--- config.mk ---
export PLATFORM = sky130hd
export DESIGN_NAME = lsu_ctrl_flat
export DESIGN_NICKNAME = d
export VERILOG_FILES = /design/src/rtl/lsu_ctrl_if.sv /design/src/rtl/lsu_ctrl.sv /design/src/flat_wrapper.sv
export SDC_FILE = /design/constraint.sdc
export NUM_CORES = 1
export LEC_CHECK = 0
export ABC_AREA = 1
export BUFFER_PORTS_ARGS = -buffer_cell sky130_fd_sc_hd__buf_4
export CAP_MARGIN = 25
export CELL_PAD_IN_SITES_DETAIL_PLACEMENT = 1
export CELL_PAD_IN_SITES_GLOBAL_PLACEMENT = 1
export CORE_MARGIN = 8
export CORE_UTILIZATION = 32
export CTS_CLUSTER_DIAMETER = 30
export CTS_CLUSTER_SIZE = 28
export DETAILED_ROUTE_END_ITERATION = 16
export GPL_ROUTABILITY_DRIVEN = 0
export PLACE_DENSITY = 0.85
export SETUP_SLACK_MARGIN = 0.4
export SYNTH_ARGS = -nofsm -noshare
export SYNTH_HDL_FRONTEND = slang
export SYNTH_SLANG_ARGS = --single-unit
export TNS_END_PERCENT = 100
--- constraint.sdc ---
create_clock -name clk -period 3.2 [get_ports clk]
set_input_delay 0.16 -clock clk [delete_from_list [all_inputs] [get_ports clk]]
set_output_delay 0.16 -clock clk [all_outputs]
set_load 0.01 [all_outputs]
--- src/rtl/lsu_ctrl_if.sv ---
// lsu_ctrl_if: groups the core-side request/response handshake and the
// data-memory port of the load/store unit into one bundle.
//   slave  modport : the load/store unit (takes requests, drives memory).
//   master modport : the environment (core execute stage + memory model).
// Signals:
//   req_valid/req_ready/req_we/req_funct3/req_addr/req_wdata/req_rd  request
//   resp_valid/resp_rdata/resp_rd/resp_err                           response
//   mem_req/mem_we/mem_addr/mem_strb/mem_wdata/mem_ack/mem_rdata     memory
interface lsu_ctrl_if #(
    parameter int XLEN = 32
);
    logic                 req_valid;
    logic                 req_ready;
    logic                 req_we;
    logic [2:0]           req_funct3;
    logic [XLEN-1:0]      req_addr;
    logic [XLEN-1:0]      req_wdata;
    logic [4:0]           req_rd;

    logic                 resp_valid;
    logic [XLEN-1:0]      resp_rdata;
    logic [4:0]           resp_rd;
    logic [1:0]           resp_err;

    logic                 mem_req;
    logic                 mem_we;
    logic [XLEN-1:0]      mem_addr;
    logic [XLEN/8-1:0]    mem_strb;
    logic [XLEN-1:0]      mem_wdata;
    logic                 mem_ack;
    logic [XLEN-1:0]      mem_rdata;

    modport slave (
        input  req_valid, req_we, req_funct3, req_addr, req_wdata, req_rd,
        output req_ready,
        output resp_valid, resp_rdata, resp_rd, resp_err,
        output mem_req, mem_we, mem_addr, mem_strb, mem_wdata,
        input  mem_ack, mem_rdata
    );

    modport master (
        output req_valid, req_we, req_funct3, req_addr, req_wdata, req_rd,
        input  req_ready,
        input  resp_valid, resp_rdata, resp_rd, resp_err,
        input  mem_req, mem_we, mem_addr, mem_strb, mem_wdata,
        output mem_ack, mem_rdata
    );
endinterface

--- src/rtl/lsu_ctrl.sv ---
// lsu_ctrl: single-outstanding RISC-V load/store unit between the execute
// stage and a variable-latency data-memory port.
// Ports:
//   clk  - clock, rising edge
//   rst  - asynchronous active-high reset
//   bus  - lsu_ctrl_if.slave: request/response handshake and memory port
// Flow: IDLE accepts a request; illegal funct3 or misaligned addresses go
// straight to RESP with an error; legal accesses go to ISSUE and hold mem_req
// until mem_ack or until TIMEOUT cycles pass; RESP pulses resp_valid once.
module lsu_ctrl #(
    parameter int XLEN    = 32,
    parameter int TIMEOUT = 16
) (
    input  logic            clk,
    input  logic            rst,
    lsu_ctrl_if.slave       bus
);
    localparam int NB = XLEN / 8;
    localparam int LW = $clog2(NB);

    typedef enum logic [1:0] {IDLE, ISSUE, RESP} state_t;

    state_t            state_q;
    logic [7:0]        cnt_q;
    logic              we_q;
    logic [2:0]        f3_q;
    logic [LW-1:0]     lane_q;
    logic [4:0]        rd_q;
    logic              mem_req_q;
    logic              mem_we_q;
    logic [XLEN-1:0]   mem_addr_q;
    logic [NB-1:0]     mem_strb_q;
    logic [XLEN-1:0]   mem_wdata_q;
    logic              resp_valid_q;
    logic [XLEN-1:0]   resp_rdata_q;
    logic [1:0]        resp_err_q;

    logic [LW-1:0]     lane_d;
    logic [XLEN-1:0]   addr_al_d;

    function automatic logic f3_legal(input logic we, input logic [2:0] f3);
        if (we)
            return (f3 inside {3'b000, 3'b001, 3'b010}) ||
                   (XLEN == 64 && f3 == 3'b011);
        else
            return (f3 inside {3'b000, 3'b001, 3'b010, 3'b100, 3'b101}) ||
                   (XLEN == 64 && (f3 == 3'b011 || f3 == 3'b110));
    endfunction

    // Access size in bytes is encoded by funct3[1:0] for every legal code.
    function automatic int nbytes(input logic [2:0] f3);
        return 1 << f3[1:0];
    endfunction

    function automatic logic misaligned(input logic [2:0] f3, input logic [2:0] a);
        case (f3[1:0])
            2'b01:   return a[0];
            2'b10:   return |a[1:0];
            2'b11:   return |a[2:0];
            default: return 1'b0;
        endcase
    endfunction

    function automatic logic [NB-1:0] strobe(input logic [2:0] f3, input logic [LW-1:0] lane);
        logic [NB-1:0] s;
        for (int i = 0; i < NB; i++)
            s[i] = (i >= int'(lane)) && (i < int'(lane) + nbytes(f3));
        return s;
    endfunction

    // Bytes above the access size are zeroed before the lane shift so the
    // unused lanes never carry stale register contents onto the bus.
    function automatic logic [XLEN-1:0] place(input logic [2:0] f3,
                                               input logic [XLEN-1:0] wd,
                                               input logic [LW-1:0] lane);
        logic [XLEN-1:0] m;
        for (int i = 0; i < XLEN; i++)
            m[i] = (i < 8 * nbytes(f3));
        return (wd & m) << {lane, 3'b000};
    endfunction

    function automatic logic [XLEN-1:0] extend(input logic [2:0] f3,
                                                input logic [XLEN-1:0] word,
                                                input logic [LW-1:0] lane);
        logic [XLEN-1:0] sh;
        sh = word >> {lane, 3'b000};
        case (f3)
            3'b000:  return XLEN'($signed(sh[7:0]));
            3'b001:  return XLEN'($signed(sh[15:0]));
            3'b010:  return XLEN'($signed(sh[31:0]));
            3'b100:  return XLEN'(sh[7:0]);
            3'b101:  return XLEN'(sh[15:0]);
            3'b110:  return XLEN'(sh[31:0]);
            default: return sh;
        endcase
    endfunction

    assign lane_d    = bus.req_addr[LW-1:0];
    assign addr_al_d = {bus.req_addr[XLEN-1:LW], {LW{1'b0}}};

    always_ff @(posedge clk or posedge rst) begin
        if (rst) begin
            state_q      <= IDLE;
            cnt_q        <= '0;
            we_q         <= 1'b0;
            f3_q         <= '0;
            lane_q       <= '0;
            rd_q         <= '0;
            mem_req_q    <= 1'b0;
            mem_we_q     <= 1'b0;
            mem_addr_q   <= '0;
            mem_strb_q   <= '0;
            mem_wdata_q  <= '0;
            resp_valid_q <= 1'b0;
            resp_rdata_q <= '0;
            resp_err_q   <= 2'b00;
        end else begin
            resp_valid_q <= 1'b0;
            case (state_q)
                IDLE: begin
                    if (bus.req_valid) begin
                        we_q   <= bus.req_we;
                        f3_q   <= bus.req_funct3;
                        lane_q <= lane_d;
                        rd_q   <= bus.req_rd;
                        if (!f3_legal(bus.req_we, bus.req_funct3)) begin
                            state_q      <= RESP;
                            resp_valid_q <= 1'b1;
                            resp_err_q   <= 2'b11;
                            resp_rdata_q <= '0;
                        end else if (misaligned(bus.req_funct3, bus.req_addr[2:0])) begin
                            state_q      <= RESP;
                            resp_valid_q <= 1'b1;
                            resp_err_q   <= 2'b01;
                            resp_rdata_q <= '0;
                        end else begin
                            state_q     <= ISSUE;
                            cnt_q       <= '0;
                            mem_req_q   <= 1'b1;
                            mem_we_q    <= bus.req_we;
                            mem_addr_q  <= addr_al_d;
                            mem_strb_q  <= bus.req_we ? strobe(bus.req_funct3, lane_d) : '0;
                            mem_wdata_q <= bus.req_we ?
                                           place(bus.req_funct3, bus.req_wdata, lane_d) : '0;
                        end
                    end
                end
                ISSUE: begin
                    // An ack in the same cycle the counter expires still wins.
                    if (bus.mem_ack) begin
                        state_q      <= RESP;
                        mem_req_q    <= 1'b0;
                        resp_valid_q <= 1'b1;
                        resp_err_q   <= 2'b00;
                        resp_rdata_q <= we_q ? '0 : extend(f3_q, bus.mem_rdata, lane_q);
                    end else if (cnt_q + 8'd1 == 8'(TIMEOUT)) begin
                        state_q      <= RESP;
                        mem_req_q    <= 1'b0;
                        resp_valid_q <= 1'b1;
                        resp_err_q   <= 2'b10;
                        resp_rdata_q <= '0;
                    end else begin
                        cnt_q <= cnt_q + 8'd1;
                    end
                end
                RESP: begin
                    state_q <= IDLE;
                end
                default: begin
                    state_q   <= IDLE;
                    mem_req_q <= 1'b0;
                end
            endcase
        end
    end

    assign bus.req_ready  = (state_q == IDLE);
    assign bus.resp_valid = resp_valid_q;
    assign bus.resp_rdata = resp_rdata_q;
    assign bus.resp_rd    = rd_q;
    assign bus.resp_err   = resp_err_q;
    assign bus.mem_req    = mem_req_q;
    assign bus.mem_we     = mem_we_q;
    assign bus.mem_addr   = mem_addr_q;
    assign bus.mem_strb   = mem_strb_q;
    assign bus.mem_wdata  = mem_wdata_q;
endmodule

--- src/flat_wrapper.sv ---
// flat-port wrapper written by rule: the top's interface ports become plain ports
module lsu_ctrl_flat 
#(
    parameter int XLEN    = 32,
    parameter int TIMEOUT = 16
)
  (clk, rst, bus_req_valid, bus_req_we, bus_req_funct3, bus_req_addr, bus_req_wdata, bus_req_rd, bus_req_ready, bus_resp_valid, bus_resp_rdata, bus_resp_rd, bus_resp_err, bus_mem_req, bus_mem_we, bus_mem_addr, bus_mem_strb, bus_mem_wdata, bus_mem_ack, bus_mem_rdata);
  lsu_ctrl_if #(.XLEN(XLEN)) bus_i ();
  input  logic clk;
  input  logic rst;
  input wire logic [$bits(bus_i.req_valid)-1:0] bus_req_valid;
  input wire logic [$bits(bus_i.req_we)-1:0] bus_req_we;
  input wire logic [$bits(bus_i.req_funct3)-1:0] bus_req_funct3;
  input wire logic [$bits(bus_i.req_addr)-1:0] bus_req_addr;
  input wire logic [$bits(bus_i.req_wdata)-1:0] bus_req_wdata;
  input wire logic [$bits(bus_i.req_rd)-1:0] bus_req_rd;
  output wire logic [$bits(bus_i.req_ready)-1:0] bus_req_ready;
  output wire logic [$bits(bus_i.resp_valid)-1:0] bus_resp_valid;
  output wire logic [$bits(bus_i.resp_rdata)-1:0] bus_resp_rdata;
  output wire logic [$bits(bus_i.resp_rd)-1:0] bus_resp_rd;
  output wire logic [$bits(bus_i.resp_err)-1:0] bus_resp_err;
  output wire logic [$bits(bus_i.mem_req)-1:0] bus_mem_req;
  output wire logic [$bits(bus_i.mem_we)-1:0] bus_mem_we;
  output wire logic [$bits(bus_i.mem_addr)-1:0] bus_mem_addr;
  output wire logic [$bits(bus_i.mem_strb)-1:0] bus_mem_strb;
  output wire logic [$bits(bus_i.mem_wdata)-1:0] bus_mem_wdata;
  input wire logic [$bits(bus_i.mem_ack)-1:0] bus_mem_ack;
  input wire logic [$bits(bus_i.mem_rdata)-1:0] bus_mem_rdata;
  assign bus_i.req_valid = bus_req_valid;
  assign bus_i.req_we = bus_req_we;
  assign bus_i.req_funct3 = bus_req_funct3;
  assign bus_i.req_addr = bus_req_addr;
  assign bus_i.req_wdata = bus_req_wdata;
  assign bus_i.req_rd = bus_req_rd;
  assign bus_req_ready = bus_i.req_ready;
  assign bus_resp_valid = bus_i.resp_valid;
  assign bus_resp_rdata = bus_i.resp_rdata;
  assign bus_resp_rd = bus_i.resp_rd;
  assign bus_resp_err = bus_i.resp_err;
  assign bus_mem_req = bus_i.mem_req;
  assign bus_mem_we = bus_i.mem_we;
  assign bus_mem_addr = bus_i.mem_addr;
  assign bus_mem_strb = bus_i.mem_strb;
  assign bus_mem_wdata = bus_i.mem_wdata;
  assign bus_i.mem_ack = bus_mem_ack;
  assign bus_i.mem_rdata = bus_mem_rdata;
  lsu_ctrl #(.XLEN(XLEN), .TIMEOUT(TIMEOUT)) u_core (.clk(clk), .rst(rst), .bus(bus_i));
endmodule
======== After elaboration in Yosys (flattened, before gate mapping) ========
Index checks and enable logic that the tools add are counted.
cells by class
  mux-type cells .......................... 46
  shifts and indexed selects .............. 3
  bitwise logic cells ..................... 3
  $lt $le $gt $ge ......................... 39
  reductions and logical operators ........ 17
  add/sub/neg operators ................... 2
  eq/ne operators ......................... 20
operator list
  operator                                                                      number
  6-bit by 32-bit less-than comparator with 1-bit output, first input constant  16
  5-bit by 32-bit less-than comparator with 1-bit output, first input constant  8
  32-bit 2-to-1 mux                                                             7
  3-bit by 32-bit less-than comparator with 1-bit output, first input constant  4
  4-bit by 32-bit less-than comparator with 1-bit output, first input constant  4
  32-bit one-hot mux with 4 select lines                                        1
  1-bit by 32-bit less-than comparator with 1-bit output, first input constant  2
  2-bit by 32-bit less-than comparator with 1-bit output, first input constant  2
  32-bit one-hot mux with 2 select lines                                        1
  8-bit 2-to-1 mux                                                              5
  3-bit by 32-bit adder with 32-bit output                                      1
  32-bit bitwise AND                                                            1
  1-bit by 2-bit left shift with 32-bit output, first input constant            1
  32-bit by 5-bit left shift with 32-bit output                                 1
  32-bit by 5-bit right shift with 32-bit output                                1
  2-bit 2-to-1 mux                                                              9
  1-bit 2-to-1 mux                                                              16
  8-bit one-hot mux with 2 select lines                                         1
  3-bit == test, second input constant                                          4
  8-bit by 1-bit adder with 8-bit output, second input constant                 1
  8-bit by 5-bit == test with 1-bit output, second input constant               1
  2-bit inequality test, second input constant                                  4
  2-bit one-hot mux with 2 select lines                                         2
  4-bit AND reduction                                                           2
  24 further kinds                                                              35
storage, ports and cells
  flip-flop bits (word level) ............. 124
  logic and storage cells ................. 144
  output and inout bits ................... 111
  bits of input ports ..................... 109

======== Logic depth before layout (Yosys ltp) ========
Gate-level depths: netlist of the first run.
  depth in word-level cells ............... 12
  gate-level depth with buffers ........... 13
  gate-level depth less buffers ........... 12

======== Least setup slack after synthesis of the first run ========
OpenSTA, ideal clock, no wires.
  kind .................................... register to register
  start ................................... register u_core.cnt_q[0]
  end ..................................... register u_core.resp_err_q[0], in the netlist u_core.bus.resp_err[0]
  data arrival time ....................... 1.566 ns
  clock period less this slack ............ 1.686 ns
  setup slack ............................. 1.514 ns
  data required time ...................... 3.080 ns
  stages on the path, launching flop included .. 14
  path through ............................ dfrtp_1 -> ha_1 -> nand2_1 -> nor2_2 -> nand2_1 -> nand2_1 -> nand2_1 -> nor2_1 -> nand3_1 -> nand2_2 -> nand3_4 -> buf_2 -> nand2_1 -> nand2_1
on the way
  word-level cells in the longest chain between the ends .. 4
ends and longest elaborated chain
  element                                                     RTL line         source
  start: declaration                                          lsu_ctrl.sv:24   logic [7:0] cnt_q;
  start signal: assignment                                    lsu_ctrl.sv:163  cnt_q <= cnt_q + 8'd1;
  8-bit by 1-bit adder with 8-bit output                      lsu_ctrl.sv:156  end else if (cnt_q + 8'd1 == 8'(TIMEOUT)) begin
  8-bit by 5-bit == test with 1-bit output                    lsu_ctrl.sv:156
  3-bit by 2-bit inequality test with 1-bit output (no line)  -
  4-bit AND reduction (no line)                               -
  end signal: assignment                                      lsu_ctrl.sv:134  resp_err_q <= 2'b01;
  end signal: assignment                                      lsu_ctrl.sv:154  resp_err_q <= 2'b00;
  end signal: assignment                                      lsu_ctrl.sv:160  resp_err_q <= 2'b10;
  end: declaration                                            lsu_ctrl.sv:36   logic [1:0] resp_err_q;
No other way between the ends.
A chain may end at the register's enable or synchronous reset.

======== Final worst setup path of the first run ========
  start ................................... register u_core.state_q[0]
  end ..................................... register u_core.mem_addr_q[7], in the netlist u_core.bus.mem_addr[7]
on the way
  word-level cells in the longest chain between the ends .. 2
ends and longest elaborated chain
  element                        RTL line         source
  start: declaration             lsu_ctrl.sv:23   state_t state_q;
  start signal: assignment       lsu_ctrl.sv:103  state_q <= IDLE;
  start signal: assignment       lsu_ctrl.sv:127  state_q <= RESP;
  start signal: assignment       lsu_ctrl.sv:132  state_q <= RESP;
  2-bit zero test                lsu_ctrl.sv:119  case (state_q)
  4-bit AND reduction (no line)  -
  end signal: assignment         lsu_ctrl.sv:141  mem_addr_q <= addr_al_d;
  end: declaration               lsu_ctrl.sv:31   logic [XLEN-1:0] mem_addr_q;
No other way between the ends.

==> results by group, run 1 <==
CTS
  • Count of buffers added by post-CTS timing repair for setup: 0
  • Clock latency reported for the late side of the worst-skew pair: 420 ps
  • Post-CTS Hold Fix Bufs: 40
  • TritonCTS buffer count: 17
  • Clock tree from TritonCTS: built
  • Clock tree buffer depth: 2
  • Clock sink count: 124
  • CTS root buffer: sky130_fd_sc_hd__clkbuf_16
  • Number of cells upsized or downsized after cts: 0
  • Clock-pin transition on the worst setup and hold timing paths: 60 ps
  • Number of H-tree branching levels: 4

STA
  • Number of slew-limit violations in the final report: 0
  • Setup total negative slack: 0 ps
  • Final setup violating endpoints: 0
  • Relative slew slack: 37.6%
  • Worst-Margin Slew: 935 ps
  • Maximum clock frequency: 438 MHz
  • Final worst clock skew: 9.74 ps
  • Final Hold Vio Count: 0
  • Worst setup slack after layout: 915 ps
  • Post-route fraction of the period consumed by the critical path: 71.4%
  • RSZ-0062 raised after global routing: false
  • Min cycle time layout: 2290 ps
  • Smallest hold slack: 15.3 ps

Worst setup path
  • Combined buffer and inverter count along the critical path: 2
  • Element type at the critical path end: flop
  • Cell family with most CP delay: simple AND/OR/NAND/NOR gates
  • Register-to-register path setup slack: 910 ps
  • CP Launch Point: u_core.state_q[0]
  • Critical Path Sink: u_core.bus.mem_addr[7]
  • Slowest stage cell, crit path: sky130_fd_sc_hd__inv_1
  • Top fanout value on the critical path: 29
  • Cells on worst reg2reg path: 7
  • Worst Setup Start Kind: flop
  • CP cell instances: nor2_2 -> inv_1 -> nor2_4 -> nand2_2 -> inv_1 -> nand2_1 -> nand2_1
  • Stages on worst setup path: 7
  • Data required, critical path: 3540 ps
  • Crit Path Class: flop to flop
  • Max incr delay on CP: 690 ps
  • Destination of the worst register-to-register timing path: u_core.bus.mem_addr[7]
  • Arrival time at the worst endpoint: 2630 ps
  • Launch point of the worst reg-to-reg path: u_core.state_q[0]

Pwr
  • Leakage power: 4.75 nW
  • Cell Pwr Density: 798 nW/um2
  • Worst voltage drop across the vdd grid: 0.000414 V

Worst hold path
  • Path type of the worst min-delay path: input port to flop

Routing
  • Total via count after detailed routing: 6376
  • Remaining antenna violation count: 0
  • Ratio of routed vias to standard cells: 4.98
  • Final wirelength: 23400 um
  • Number of DRC markers after the initial detailed-route iteration: 338
  • Routed wire length per instance: 18.3 um
  • Number of design rule violations left after detail routing: 0
  • First-pass DRT Iterations: 5

Placed design
  • Port-buffer cells: 217
  • Placed standard-cell area: 7940 um2
  • Number of placed cells counting well taps: 1208
  • Post-DP HPWL: 15700 um
  • Worst slack at placement: 914 ps

Final layout
  • Ant. Diodes: 0
  • Most frequent standard cell in the layout excluding fill and tap cells: sky130_fd_sc_hd__nand2_1
  • Commonest cells after routing, fill and taps aside: sky130_fd_sc_hd__nand2_1, sky130_fd_sc_hd__buf_4, sky130_fd_sc_hd__dfrtp_1
  • Filler-free cell count of the finished design: 1280
  • Cell area after layout: 8960 um2
  • Final #Nets: 1145
  • Post-synthesis to final-layout area growth: 45.8%
  • Fraction of layout instances using a drive strength above 1: 27.2%

Floorplanning
  • Count of standard-cell rows: 50
  • Die span in x: 155 um
  • Height of the die: 155 um
  • Total die area: 23900 um2
  • Top-Level Pins: 220
  • Initial Utilization: 32.8%
  • Standard cell core area: 18800 um2

Synthesis
  • Xor-xnor portion of the synthesized cell area: 0%
  • Number of synthesized flops with an enable pin: 0
  • Area share of fa/ha/maj cells after synthesis: 0.610%
  • Register bit total from synthesis: 124
  • Leading area contributor after synthesis: sky130_fd_sc_hd__dfrtp_1
  • Share of the synthesized area in the top cell type: 50.5%
  • Synth Area per Inst: 7.75 um2
  • Post-synthesis simple-gate area fraction: 26.7%
  • Dominant combinational cell family by area after synthesis: simple AND/OR/NAND/NOR gates
  • Predominant post-synthesis flop cell: sky130_fd_sc_hd__dfrtp_1
  • Ranking of synthesized cells by area: sky130_fd_sc_hd__dfrtp_1, sky130_fd_sc_hd__nand2_1, sky130_fd_sc_hd__o21ai_0
  • Cells after synthesis: 794
  • Area of the mapped netlist: 6150 um2
  • Share of the yosys chip area belonging to registers: 50.5%
  • Synthesized-area fraction occupied by ao, oa, aoi and oai cells: 13.7%
  • Mux share of post-synthesis cell area: 2.24%
  • Number of distinct standard cells referenced by the synthesized netlist: 33
  • Async SR Flop Fraction: 100%
  • Total of warnings raised by yosys: 0

Flow run
  • Maximum Capacitance Violations: 0

GRT
  • Number of antenna violations at the first check in global routing: 0
  • Vias in the first global route: 6942
  • Maximum number of pins on one net before global-route repair: 125
  • Global-route wire length before repair: 37700 um
  • Gr ovfl total: 0
  • Gr usage total: 19.8%

Status
  • Result of the run: finished clean
[worst min-delay path by stage]
stage                     startpoint                 endpoint  slack [ps]  depth (start not counted)
global route        bus_req_wdata[2]  u_core.bus.mem_wdata[2]          10                          3
floorplan           bus_req_addr[10]  u_core.bus.mem_addr[10]         270                          2
global placement     bus_req_addr[6]   u_core.bus.mem_addr[6]         350                          3
detailed placement  bus_req_addr[13]  u_core.bus.mem_addr[13]         360                          3
finish              bus_req_wdata[2]  u_core.bus.mem_wdata[2]          20                          3
CTS                 bus_req_wdata[2]  u_core.bus.mem_wdata[2]           6                          3
[worst min-delay path, stage by stage]
cell,delay (ps)
sky130_fd_sc_hd__buf_4,120
sky130_fd_sc_hd__inv_1,40
sky130_fd_sc_hd__o21ai_1,70
[flip-flops by register name (all words and copies together) (netlist names)]
register and flops:
u_core.lane_q 2, u_core.bus.resp_valid 1, u_core.bus.mem_wdata 32, u_core.bus.mem_we 1
u_core.bus.resp_rd 5, u_core.cnt_q 8, u_core.state_q 2, u_core.bus.resp_rdata 32
u_core.bus.mem_req 1, u_core.we_q 1, u_core.bus.resp_err 2, u_core.f3_q 3
u_core.bus.mem_strb 4, u_core.bus.mem_addr 30
[layer usage]
metal / track usage [%] / wire length (um)
met3: 7.47 / 2030
met2: 33.9 / 11600
met1: 22.8 / 9470
met5: 0 / 0
met4: 5.41 / 302
[synth_stat cells (all sizes together), types with 4 or more instances]
master / count
nand2: 334
nor2: 27
clkbuf: 23
o211ai: 8
o31ai: 8
a21oi: 20
dfrtp: 124
nand3: 41
a31oi: 4
mux2: 6
inv: 47
o21ai: 111
mux2i: 7
buf: 22
[cells by family after synthesis]
logic type | Yosys count
adder cells (fa/ha/maj) | 3
buffers and inverters | 94
other | 1
multiplexers | 13
AND/OR/NAND/NOR | 405
AO/OA/AOI/OAI | 154
flip-flops | 124
[cell type report]
| type | count | area, um2 |
|---|---|---|
| fillers | 2262 | 9800 |
| flip-flops and latches | 124 | 3100 |
| repair buffers | 264 | 2090 |
| clock buffers | 19 | 453 |
| well taps | 234 | 293 |
| inverters | 49 | 188 |
| multi-input cells | 577 | 2670 |
| clock inverters | 13 | 166 |
[through the flow]
step | utilization [%] | total power [mW]
global placement | 42.3 | 5.01
floorplan | - | 3.80
global route | 47.8 | 7.62
detailed placement | 42.3 | 5.08
finish | 47.8 | 7.15
CTS | 47.8 | 7.21
[where the power goes]
group | internal (mW) | total (mW) | switching (mW)
Combinational | 1.15 | 2.70 | 1.55
Clock | 1.27 | 2.03 | 0.765
Sequential | 2.06 | 2.42 | 0.362
Total | 4.48 | 7.15 | 2.67
No activity file was read; power rests on OpenSTA's default activity.
==> run 2, diff against run 1 <==
--- a/config.mk
+++ b/config.mk
@@ -11,12 +11,12 @@
 export CELL_PAD_IN_SITES_DETAIL_PLACEMENT = 1
 export CELL_PAD_IN_SITES_GLOBAL_PLACEMENT = 1
 export CORE_MARGIN = 8
-export CORE_UTILIZATION = 32
+export CORE_UTILIZATION = 35
 export CTS_CLUSTER_DIAMETER = 30
 export CTS_CLUSTER_SIZE = 28
 export DETAILED_ROUTE_END_ITERATION = 16
 export GPL_ROUTABILITY_DRIVEN = 0
-export PLACE_DENSITY = 0.85
+export PLACE_DENSITY = 0.88
 export SETUP_SLACK_MARGIN = 0.4
 export SYNTH_ARGS = -nofsm -noshare
 export SYNTH_HDL_FRONTEND = slang
==> constraint.sdc (replaced) <==
create_clock -name clk -period 2.15 [get_ports clk]
set_input_delay 0.1075 -clock clk [delete_from_list [all_inputs] [get_ports clk]]
set_output_delay 0.1075 -clock clk [all_outputs]
set_load 0.01 [all_outputs]
==> run 2 against run 1 <==
Compared with the run above:
- sequential share of layout area shrank 2.0 points
- cell area grew 6.0%
- via count grew 4.6%
- combinational power grew 70%
==> results by group, run 2 (synthesized netlist as in run 1, its figures left out) <==
Status
  • Result of the run: finished clean

STA
  • Setup total negative slack: 0 ps
  • Final Hold Vio Count: 0
  • Number of slew-limit violations in the final report: 0
  • Maximum clock frequency: 535 MHz
  • Post-route fraction of the period consumed by the critical path: 86.9%
  • RSZ-0062 raised after global routing: true
  • Min cycle time layout: 1870 ps
  • Final setup violating endpoints: 0
  • Worst-Margin Slew: 629 ps
  • Relative slew slack: 58.0%
  • Final worst clock skew: 11.0 ps

Final layout
  • Register area: 3100 um2
  • Commonest cells after routing, fill and taps aside: sky130_fd_sc_hd__nand2_1, sky130_fd_sc_hd__buf_4, sky130_fd_sc_hd__dfrtp_1
  • Final Util: 55.1%
  • Post-synthesis to final-layout area growth: 54.6%
  • Ant. Diodes: 0
  • Combined area of the multi-input logic cells: 2870 um2
  • Fill cell total of the finished layout: 2036
  • Most frequent standard cell in the layout excluding fill and tap cells: sky130_fd_sc_hd__nand2_1
  • Fraction of layout instances using a drive strength above 1: 31.5%
  • Final #Nets: 1179

Placed design
  • Post-DP HPWL: 16800 um
  • Port-buffer cells: 217

GRT
  • Gr ovfl total: 0
  • Maximum number of pins on one net before global-route repair: 73
  • Global-route wire length before repair: 40200 um
  • Number of antenna violations at the first check in global routing: 0
  • Gr usage total: 23.0%
  • Vias in the first global route: 7437

Floorplanning
  • Die span in x: 149 um
  • Count of standard-cell rows: 48
  • Standard cell core area: 17200 um2
  • Total die area: 22100 um2
  • Height of the die: 149 um
  • Top-Level Pins: 220
  • Initial Utilization: 35.7%

Worst setup path
  • Top fanout value on the critical path: 18
  • Slowest stage cell, crit path: sky130_fd_sc_hd__dfrtp_1
  • Max incr delay on CP: 420 ps
  • Cells on worst reg2reg path: 12
  • CP cell instances: ha_4 -> nand2_4 -> buf_4 -> inv_1 -> nand3_1 -> nor2_1 -> nand3_1 -> nand2_4 -> nand3_4 -> buf_12 -> nand2_1 -> nand2_1
  • Register-to-register path setup slack: 280 ps
  • Worst Setup Start Kind: flop
  • Launch point of the worst reg-to-reg path: u_core.cnt_q[0]
  • Crit Path Class: flop to flop
  • Arrival time at the worst endpoint: 2170 ps
  • Element type at the critical path end: flop
  • Data required, critical path: 2450 ps
  • Destination of the worst register-to-register timing path: u_core.bus.resp_rdata[23]

Pwr
  • Leakage power: 5.00 nW
  • Worst voltage drop across the vdd grid: 0.000624 V
  • Total Power Consumption: 11.3 mW
  • Cell Pwr Density: 1180 nW/um2

CTS
  • Clock latency reported for the late side of the worst-skew pair: 420 ps
  • Clock sink count: 124
  • Clock tree from TritonCTS: built
  • Clock-pin transition on the worst setup and hold timing paths: 60 ps
  • Number of H-tree branching levels: 4
  • TritonCTS buffer count: 17
  • CTS root buffer: sky130_fd_sc_hd__clkbuf_16
  • Clock tree buffer depth: 2

Worst hold path
  • Launch point of the worst hold path: bus_req_funct3[0]
  • Path type of the worst min-delay path: input port to flop
  • Worst Hold End: u_core.f3_q[0]
  • Hold Path Stages: 3

Routing
  • Remaining antenna violation count: 0
  • Number of DRC markers after the initial detailed-route iteration: 330
  • Routed wire length per instance: 19.9 um
  • Total via count after detailed routing: 6667
  • Final wirelength: 26000 um
  • Ratio of routed vias to standard cells: 5.11
  • Number of design rule violations left after detail routing: 0
  • First-pass DRT Iterations: 4

Flow run
  • Maximum Capacitance Violations: 0
## run 2: cell types whose count changed in the layout (fill, tap and decap cells not counted), moves of 3 or more
cell and change:
sky130_fd_sc_hd__nand2_4 +6, sky130_fd_sc_hd__nand2_1 -21, sky130_fd_sc_hd__nand2_2 +14, sky130_fd_sc_hd__nand3_4 +4
sky130_fd_sc_hd__buf_4 +17, sky130_fd_sc_hd__dlygate4sd3_1 +6, sky130_fd_sc_hd__nor2_4 +4, sky130_fd_sc_hd__buf_12 +5
sky130_fd_sc_hd__nor2_2 -3, sky130_fd_sc_hd__buf_6 +3
## run 2: worst max path at each step
stage / start / to / slack, ps
2_1_floorplan: u_core.cnt_q[0] / u_core.bus.resp_err[0] / 460
3_3_place_gp: u_core.cnt_q[0] / u_core.bus.resp_err[0] / 310
3_5_place_dp: u_core.cnt_q[0] / u_core.cnt_q[1] / 200
4_1_cts: u_core.cnt_q[1] / u_core.bus.resp_rdata[23] / 340
5_1_grt: u_core.cnt_q[0] / u_core.bus.resp_rdata[18] / 160
6_report: u_core.cnt_q[0] / u_core.bus.resp_rdata[23] / 280
## run 2: what timing repair did
| item | 4_1_cts | 5_1_grt |
|---|---|---|
| endpoints found under the setup margin | 47 | 92 |
| hold buffers | 46 | 0 |
| hold endpoints to repair | 169 | 0 |
| cloned | 0 | 5 |
| setup buffers | 6 | 6 |
| resized for setup | 10 | 39 |
| pin swaps | 2 | 6 |
## run 2: power by group
| group | switching (mW) | internal (mW) | leakage [nW] | total, mW |
|---|---|---|---|---|
| Clock | 1.13 | 1.90 | 0.285 | 3.02 |
| Combinational | 2.63 | 1.97 | 3.08 | 4.60 |
| Sequential | 0.559 | 3.07 | 1.63 | 3.63 |
| Total | 4.31 | 6.94 | 5.00 | 11.3 |
## run 2: cell type report
cell class,count,area share (%)
sequential,124,32.7
multi-input combinational,579,30.2
clock inverter,12,1.71
timing repair buffer,296,25.7
inverter,49,1.97
clock buffer,20,4.80
tap,225,2.96
## run 2: per-stage QoR
| step | hold slack [ps] | worst slack (ps) | instance area, um2 | std cells |
|---|---|---|---|---|
| global placement | 252 | 314 | 8080 | 1210 |
| CTS | 21.0 | 340 | 9240 | 1294 |
| global route | 37.8 | 164 | 9510 | 1305 |
| finish | 41.0 | 282 | 9510 | 1305 |
| floorplan | 217 | 464 | 6160 | 795 |
| detailed placement | 244 | 198 | 8080 | 1210 |
## run 2: worst max-delay path, delay by kind of cell, from the launching register on
kind	cells	cell delay [ps]
and+or+nand+nor	8	740
DFF	1	420
adders and majority gates	1	180
buffers and inverters	3	410
## run 2: per-layer routing
layer / GRT usage (%) / share of wire [%]
met5: 0 / 0
met1: 25.7 / 39
met4: 9.03 / 2.8
met3: 7.32 / 7.9
met2: 40.0 / 51
==> run 3, diff against run 2 <==
--- a/config.mk
+++ b/config.mk
@@ -7,7 +7,7 @@
 export LEC_CHECK = 0
 export ABC_AREA = 1
 export BUFFER_PORTS_ARGS = -buffer_cell sky130_fd_sc_hd__buf_4
-export CAP_MARGIN = 25
+export CAP_MARGIN = 30
 export CELL_PAD_IN_SITES_DETAIL_PLACEMENT = 1
 export CELL_PAD_IN_SITES_GLOBAL_PLACEMENT = 1
 export CORE_MARGIN = 8
@@ -17,6 +17,7 @@
 export DETAILED_ROUTE_END_ITERATION = 16
 export GPL_ROUTABILITY_DRIVEN = 0
 export PLACE_DENSITY = 0.88
+export REMOVE_ABC_BUFFERS = 1
 export SETUP_SLACK_MARGIN = 0.4
 export SYNTH_ARGS = -nofsm -noshare
 export SYNTH_HDL_FRONTEND = slang
==> run 3 against run 2 <==
Compared with the run above:
- non-clock buffer count rose by 8
- wire length shrank 1.9%
- core utilization fell by 0.60 points
- sequential power shrank 1%
- highest routed layer unchanged
- hold slack improved by 8.4 ps
- first-iteration DRC count grew 7.6%
- critical path depth decreased by 1
- clock skew shrank 3.3 ps
- global-route usage decreased by 0.70 points
- largest power group unchanged
- fmax decreased by 7.0%
==> results by group, run 3 (synthesized netlist as in run 1, its figures left out) <==
Pwr
  • Cell Pwr Density: 1160 nW/um2
  • Power share of the sequential group: 33.1%
  • Net switching power figure: 4.13 mW
  • Power share of the combinational group: 41.0%
  • Cell internal power dissipation: 6.73 mW
  • Total Power Consumption: 10.9 mW
  • Switching part of the total power: 38.0%
  • Worst voltage drop across the vdd grid: 0.000585 V
  • Leakage power: 4.98 nW
  • Power share of the clock group: 26.0%

STA
  • Post-route fraction of the period consumed by the critical path: 93.5%
  • Worst setup slack after layout: 140 ps
  • Relative slew slack: 61.8%
  • Worst-Margin Slew: 573 ps
  • Final worst clock skew: 7.73 ps
  • Final setup violating endpoints: 0
  • RSZ-0062 raised after global routing: true
  • Number of slew-limit violations in the final report: 0
  • Final Hold Vio Count: 0
  • Maximum clock frequency: 498 MHz
  • Min cycle time layout: 2010 ps

GRT
  • Gr usage total: 22.3%
  • Maximum number of pins on one net before global-route repair: 50
  • Vias in the first global route: 7292
  • Global-route wire length before repair: 39000 um
  • Gr ovfl total: 0
  • Number of antenna violations at the first check in global routing: 4

Routing
  • Remaining antenna violation count: 0
  • Routed wire length per instance: 19.4 um
  • Final wirelength: 25500 um
  • First-pass DRT Iterations: 4
  • Ratio of routed vias to standard cells: 5.14
  • Total via count after detailed routing: 6757
  • Number of DRC markers after the initial detailed-route iteration: 355
  • Number of design rule violations left after detail routing: 0

Worst setup path
  • Data required, critical path: 2450 ps
  • CP Launch Point: u_core.cnt_q[1]
  • Worst Setup Start Kind: flop
  • Launch point of the worst reg-to-reg path: u_core.cnt_q[1]
  • Element type at the critical path end: flop
  • Top fanout value on the critical path: 18
  • Crit Path Class: flop to flop
  • Arrival time at the worst endpoint: 2310 ps

CTS
  • Number of H-tree branching levels: 4
  • Clock-pin transition on the worst setup and hold timing paths: 60 ps
  • Clock latency reported for the late side of the worst-skew pair: 420 ps
  • Clock sink count: 124
  • Clock tree buffer depth: 2
  • Clock tree from TritonCTS: built
  • TritonCTS buffer count: 17
  • CTS root buffer: sky130_fd_sc_hd__clkbuf_16

Placed design
  • Worst slack at placement: 230 ps
  • Port-buffer cells: 217
  • Post-DP HPWL: 16600 um
  • Number of placed cells counting well taps: 1216

Final layout
  • Filler-free cell count of the finished design: 1315
  • Commonest cells after routing, fill and taps aside: sky130_fd_sc_hd__nand2_1, sky130_fd_sc_hd__buf_4, sky130_fd_sc_hd__dfrtp_1
  • Final #Nets: 1185
  • Final Util: 54.5%
  • Most frequent standard cell in the layout excluding fill and tap cells: sky130_fd_sc_hd__nand2_1
  • Fraction of layout instances using a drive strength above 1: 30.1%
  • Post-synthesis to final-layout area growth: 52.9%

Floorplanning
  • Initial Utilization: 35.7%
  • Count of standard-cell rows: 48
  • Standard cell core area: 17200 um2
  • Top-Level Pins: 220
  • Height of the die: 149 um
  • Total die area: 22100 um2
  • Die span in x: 149 um

Worst hold path
  • Launch point of the worst hold path: bus_mem_rdata[5]
  • Path type of the worst min-delay path: input port to flop

Flow run
  • Maximum Capacitance Violations: 0

Status
  • Result of the run: finished clean
## run 3: changes by cell type in the layout (fill, tap and decap cells not counted), moves of 4 or more
| cell | change |
|---|---|
| sky130_fd_sc_hd__diode_2 | +4 |
| sky130_fd_sc_hd__nand2_1 | +16 |
| sky130_fd_sc_hd__nand2_2 | -13 |
| sky130_fd_sc_hd__clkinv_2 | +4 |
| sky130_fd_sc_hd__buf_4 | +9 |
## run 3: final timing paths
check | cells past startpoint | end | slack (ps)
max in group asynchronous | 4 | u_core.bus.mem_wdata[4] | 1150
hold reg to reg | 2 | u_core.bus.resp_rdata[24] | 480
setup reg to reg | 11 | u_core.bus.resp_rdata[13] | 140
hold / removal | 5 | u_core.bus.resp_rdata[5] | 50
setup / recovery | 11 | u_core.bus.resp_rdata[13] | 140
min in group asynchronous | 3 | u_core.bus.mem_addr[14] | 320
## run 3: layer usage
layer / share of wire, % / track usage [%] / vias up / wire length (um)
met5: 0 / 0 / - / 0
met2: 53 / 40.5 / 204 / 13600
met3: 4.7 / 4.83 / 69 / 1210
li1: - / - / 3120 / -
met1: 37 / 23.6 / 3364 / 9540
met4: 4.6 / 12.3 / 0 / 1180
## run 3: area by class of cell
type                            count  area [um2]
Antenna cell                        4        10.0
Clock buffer                       21         450
Clock inverter                     11         120
Fill cell                        2062        7840
Inverter                           49         194
Multi-Input combinational cell    577        2770
Sequential cell                   124        3100
Tap cell                          225         282
Timing Repair Buffer              304        2480
## run 3: power groups by stage
stage	sequential [mW]	clock (mW)	combinational, mW
floorplan	3.92	0	1.58
global placement	3.54	0	3.99
detailed placement	3.58	0	4.13
CTS	3.56	2.85	4.26
global route	3.68	2.94	4.85
finish	3.59	2.82	4.45
## run 3: repair_timing
item / CTS / global route
pin swaps: 2 / 5
hold buffers: 48 / 0
endpoints found under the hold margin: 85 / 0
resized for setup: 2 / 23
gates cloned: 0 / 1
buffers inserted: 6 / 8
setup endpoints to repair: 43 / 91
## run 3: metrics by stage
stage	cell area (um2)	hold WS [ps]	TNS (ps)
after CTS	9190	37.9	0
after detailed placement	8080	206	0
final	9400	49.4	0
after global placement	8080	205	0
after floorplan	5950	207	-199270
after global routing	9400	54.2	0
## run 3: worst max-delay path, stage by stage (launching register included)
cell and delay [ps]:
sky130_fd_sc_hd__dfrtp_1 410, sky130_fd_sc_hd__ha_4 180, sky130_fd_sc_hd__nand2_4 70, sky130_fd_sc_hd__o21ai_0 220
sky130_fd_sc_hd__nand2_1 120, sky130_fd_sc_hd__nor2_1 150, sky130_fd_sc_hd__nand3_1 150, sky130_fd_sc_hd__nand2_4 130
sky130_fd_sc_hd__nand3_4 100, sky130_fd_sc_hd__buf_12 170, sky130_fd_sc_hd__nand2_1 100, sky130_fd_sc_hd__nand2_1 80
